### src/rtl/switch_pkg.sv
// Shared defaults and the counter-width helper for the switch debouncer bank.
package switch_pkg;

  localparam int NUM_CH_DEF     = 8;
  localparam int STABLE_CNT_DEF = 3;

  // ceil(log2(stable_cnt)) with a floor of 1 bit; valid for stable_cnt 2..255
  function automatic int cnt_width(input int stable_cnt);
    int w;
    w = 1;
    for (int i = 1; i < 9; i++)
      if ((1 << i) < stable_cnt) w = i + 1;
    return w;
  endfunction

endpackage

### src/rtl/switch_chan.sv
// Single debounce channel: disagreement counter, debounced state and edge pulses.
module switch_chan
  import switch_pkg::*;
#(
  parameter int STABLE_CNT = STABLE_CNT_DEF
) (
  input  logic clk,
  input  logic rst,
  input  logic tick,
  input  logic sample,
  output logic state,
  output logic rise,
  output logic fall
);

  localparam int              CW      = cnt_width(STABLE_CNT);
  localparam logic [CW-1:0]   CNT_MAX = CW'(STABLE_CNT - 1);

  logic [CW-1:0] cnt;

  always_ff @(posedge clk) begin
    if (rst) begin
      state <= 1'b0;
      cnt   <= '0;
      rise  <= 1'b0;
      fall  <= 1'b0;
    end else begin
      rise <= 1'b0;
      fall <= 1'b0;
      if (tick) begin
        if (sample == state) begin
          cnt <= '0;
        end else if (cnt == CNT_MAX) begin
          // the STABLE_CNT-th consecutive disagreeing tick commits the change
          state <= ~state;
          cnt   <= '0;
          rise  <= ~state;
          fall  <= state;
        end else begin
          cnt <= cnt + CW'(1);
        end
      end
    end
  end

endmodule

### src/rtl/switch_bank.sv
// Bank of NUM_CH independent switch debouncers sharing one sample tick.
// Define SWITCH_BANK_SYNC_EN to insert a two-flop synchroniser on every switch input.
module switch_bank
  import switch_pkg::*;
#(
  parameter int NUM_CH     = NUM_CH_DEF,
  parameter int STABLE_CNT = STABLE_CNT_DEF
) (
  input  logic              clk,
  input  logic              rst,
  input  logic              debounce_clk,
  input  logic [NUM_CH-1:0] switch,
  output logic [NUM_CH-1:0] state,
  output logic [NUM_CH-1:0] rise,
  output logic [NUM_CH-1:0] fall
);

  logic [NUM_CH-1:0] sample;

`ifdef SWITCH_BANK_SYNC_EN
  logic [NUM_CH-1:0] sync_p0;
  logic [NUM_CH-1:0] sync_p1;

  // synchroniser runs every clk, independent of the sample tick
  always_ff @(posedge clk) begin
    if (rst) begin
      sync_p0 <= '0;
      sync_p1 <= '0;
    end else begin
      sync_p0 <= switch;
      sync_p1 <= sync_p0;
    end
  end

  assign sample = sync_p1;
`else
  assign sample = switch;
`endif

  for (genvar g = 0; g < NUM_CH; g++) begin : g_chan
    switch_chan #(
      .STABLE_CNT(STABLE_CNT)
    ) u_chan (
      .clk   (clk),
      .rst   (rst),
      .tick  (debounce_clk),
      .sample(sample[g]),
      .state (state[g]),
      .rise  (rise[g]),
      .fall  (fall[g])
    );
  end

endmodule

### config.mk
export PLATFORM = sky130hd
export DESIGN_NAME = switch_bank
export DESIGN_NICKNAME = d
export VERILOG_FILES = /design/src/rtl/switch_pkg.sv /design/src/rtl/switch_chan.sv /design/src/rtl/switch_bank.sv
export SDC_FILE = /design/constraint.sdc
export NUM_CORES = 1
export LEC_CHECK = 0
export CAP_MARGIN = 10
export CORE_MARGIN = 2
export CORE_UTILIZATION = 35
export CTS_CLUSTER_DIAMETER = 80
export DETAILED_ROUTE_END_ITERATION = 10
export HOLD_SLACK_MARGIN = 0.06
export RECOVER_POWER = 50
export SKIP_CTS_REPAIR_TIMING = 1
export SLEW_MARGIN = 10
export SYNTH_ARGS = -nofsm -noshare
export SYNTH_HDL_FRONTEND = slang
export SYNTH_SLANG_ARGS = --single-unit
### constraint.sdc
create_clock -name clk -period 2.7 [get_ports clk]
set_clock_uncertainty 0.1 [all_clocks]
set_input_delay 0.81 -clock clk [delete_from_list [all_inputs] [get_ports clk]]
set_output_delay 0.81 -clock clk [all_outputs]
set_load 0.05 [all_outputs]
==> metrics.md <==
| Metric | Value |
|---|---|
| Status | `finished clean` |
| Crit path capture | `state[7]` |
| CP max FO | `5` |
| Met2 Wirelength | `1.301 mm` |
| Peak VDD IR | `0.2710 mV` |
| Post-route insts no fill | `around 260` |
| Die area | `0.006179 mm²` |
| Die W | `between 70 and 80 µm` |
| Routed met1 length | `1.511 mm` |
| Slew Limit Fails | `0` |
| Final wirelength | `2.991 mm` |
| Worst Path Required | `roughly 1800 ps` |
| Hold slack | `between 300 and 400 ps` |
| Clock Path Buffers | `2` |
| Met3 wire length | `between 100 and 150 µm` |
| Cts bufs inserted | `5` |
| H-tree Lvls | `2` |
| Initial Utilization | `0.3582` |
| Switching Share | `0.2360` |
| Num rows | `27` |
| Seq/Total Area, Yosys | `0.4110` |
| Post-route antenna net violation count | `0` |
| Worst path slowest cell | `clkdlybuf4s50_1` |
| Part of the power in the clock network | `0.364` |
| Synthesized Nets | `approximately 190` |
| Io pins | `35` |
| Reg-to-reg startpoint | `g_chan[2].u_chan.cnt[1]$_SDFFE_PP0P_` |
| Crit path time final | `2454 ps` |
| Buf/Inv on CP | `1` |
| CP top delay family | `buffers and inverters` |
| Period utilization | `0.9089` |
| Congestion Overflow GR | `0` |
| Count of final setup violators | `0` |
| IO buf count | `34` |
| RSZ-0062 raised after global routing | `false` |
| CP startpoint | `g_chan[7].u_chan.state$_SDFFE_PP0P_` |
| Core area | `0.005439 mm²` |
| Synth Register Bits | `40` |
| R2r endpoint | `g_chan[2].u_chan.cnt[0]$_SDFFE_PP0P_` |
| Min-Delay Path Class | `flip-flop to flip-flop` |
| R2R setup slack | `1510 ps` |
| DRC Markers | `0` |
| Commonest non-fill, non-tap cell in the layout | `dfxtp_1` |
| FILL cells | `519` |
| Syn avg cell area | `roughly 11 µm²` |
| Slew of the pin with the lowest slew margin | `994.9 ps` |
| Root Buffer | `clkbuf_8` |
| Startpoint Class | `flip-flop` |
| Antenna violations before repair | `0` |
| GP Congestion | `0.6467` |
| Hpwl dp | `1.818 mm` |
| P_int | `roughly 0.85 mW` |
| Vias per cell | `approximately 4.8` |
| Worst-path clk slew | `80 ps` |
| Synth Warn # | `0` |
| Avg WL per Cell | `11.33 µm` |
| Worst Setup Path Type | `flip-flop to output port` |
| Post-synthesis cell type count | `19` |
| Max_cap viols | `0` |
| Inst Count DP | `256` |
| Stages on the worst setup path | `1` |
| Largest stage delay, worst path | `840 ps` |
| FF-to-FF path depth | `2` |
| Post-Syn Area | `roughly 0.0019 mm²` |
| ANT cells | `0` |
| Die height | `78.61 µm` |
| Setup TNS | `0 ps` |
| Worst relative slew slack | `0.3368` |
| Largest net degree at the start of global routing | `60` |
| Overall power | `1.119 mW` |
| Final core utilization | `0.4097` |
| Vias in the first global route | `1101` |
| Part of the power in registers | `0.548` |
| Most frequent cells in the layout | `dfxtp_1 (40), clkdlybuf4s50_1 (33), nand2b_1 (16), inv_1 (14), nand4bb_1 (11)` |
| Switch Pwr | `between 0.2 and 0.3 mW` |
| Synth top area share | `0.4110` |
| Layout cells sized above 1 | `0.09375` |
| CTS tree | `done` |
| Skew-Pair Late Insertion Delay | `290 ps` |
| Initial DRC count | `53` |
| Yosys top cell by area | `dfxtp_1` |
| Crit path DAT | `1540 ps` |
| Combinational power share | `0.088` |
| Power density over cell area | `approximately 500 mW/mm²` |
| Nets | `202` |
| Area growth syn-to-layout | `14.39%` |
| Highest metal used | `met4` |
| Top cells by area, synth | `dfxtp_1 (41%), buf_4 (9.2%), nand4bb_1 (6.4%)` |
| Drt pass-1 iters | `4` |
| Vias | `between 1000 and 1500` |
| First-pass GRT wire length | `slightly below 5 mm` |
| Leak pwr | `0.7235 nW` |
| Mapped Cells | `roughly 180` |
| Fmax | `407.5 MHz` |
| CP endpoint kind | `output port` |
| Clock Sinks | `40` |
| Global Route Usage Sum | `0.1003` |
| Crit path cell chain | `clkdlybuf4s50_1` |
| Final Hold Fails | `0` |
-- area by class of cell --
class	instances	area, µm²	share of cell area
Sequential cell	40	800.8	0.3593
Tap cell	72	90.09	0.04043
Clock inverter	2	10.01	0.004492
Multi-Input combinational cell	95	852.1	0.3824
Inverter	14	52.55	0.02358
Timing Repair Buffer	35	340.3	0.1527
Clock buffer	6	82.58	0.03706
-- registers in the layout, summed over array words and instances (netlist names) --
signal,count
g_chan.u_chan.fall,8
g_chan.u_chan.state,8
g_chan.u_chan.rise,8
g_chan.u_chan.cnt,16
-- metrics by stage --
step                      setup slack, ps  area [µm²]
after floorplan                      1003        1948
after global placement              407.5        2151
after detailed placement            377.2        2151
after CTS                           225.5        2243
after global routing                114.0        2228
final                               246.1        2228
-- Yosys cell counts --
cell type and number:
nor3b_1 10, nor4b_1 6, inv_1 14, or3b_2 2
xnor2_1 8, mux2i_1 8, buf_2 2, dfxtp_1 40
buf_4 24, nand4bb_1 11, o32ai_1 8, or4b_1 8
nand3b_1 8, o41ai_1 2, nand2b_1 16, nand2_1 2
buf_6 3, o32ai_2 6, clkbuf_1 5
-- power groups by stage --
stage / logic [mW] / clock network [mW] / registers, mW
6_report: 0.0985 / 0.408 / 0.612
5_1_grt: 0.107 / 0.449 / 0.614
4_1_cts: 0.102 / 0.429 / 0.612
3_5_place_dp: 0.101 / 0 / 0.626
3_3_place_gp: 0.0995 / 0 / 0.626
2_1_floorplan: 0.0749 / 0 / 0.623
-- logic make-up after synthesis --
logic type      Yosys count  share of synthesized area
compound gates           16                    0.09506
xor+xnor                  8                    0.03597
buf+inv                  48                     0.1516
flops                    40                     0.4110
mux                       8                    0.04111
simple gates             63                     0.2653
-- per-layer routing --
metal | global-route usage | vias to the layer above
li1 | - | 649
met5 | 0 | -
met3 | 0.04023 | 4
met4 | 0.04737 | 0
met1 | 0.1334 | 591
met2 | 0.1402 | 23
-- worst min path at each step --
| stage | start | endpoint | slack (ps) | depth (start not counted) |
|---|---|---|---|---|
| detailed placement | g_chan[3].u_chan.cnt[1]$_SDFFE_PP0P_ | g_chan[3].u_chan.cnt[1]$_SDFFE_PP0P_ | 390 | 1 |
| finish | g_chan[3].u_chan.cnt[0]$_SDFFE_PP0P_ | g_chan[3].u_chan.cnt[1]$_SDFFE_PP0P_ | 400 | 2 |
| global placement | g_chan[3].u_chan.cnt[1]$_SDFFE_PP0P_ | g_chan[3].u_chan.cnt[1]$_SDFFE_PP0P_ | 380 | 1 |
| floorplan | g_chan[3].u_chan.cnt[1]$_SDFFE_PP0P_ | g_chan[3].u_chan.cnt[1]$_SDFFE_PP0P_ | 350 | 1 |
| global route | g_chan[6].u_chan.cnt[1]$_SDFFE_PP0P_ | g_chan[6].u_chan.cnt[1]$_SDFFE_PP0P_ | 430 | 2 |
| CTS | g_chan[3].u_chan.cnt[1]$_SDFFE_PP0P_ | g_chan[3].u_chan.cnt[1]$_SDFFE_PP0P_ | 400 | 1 |
(Power assumes the default switching activity.)
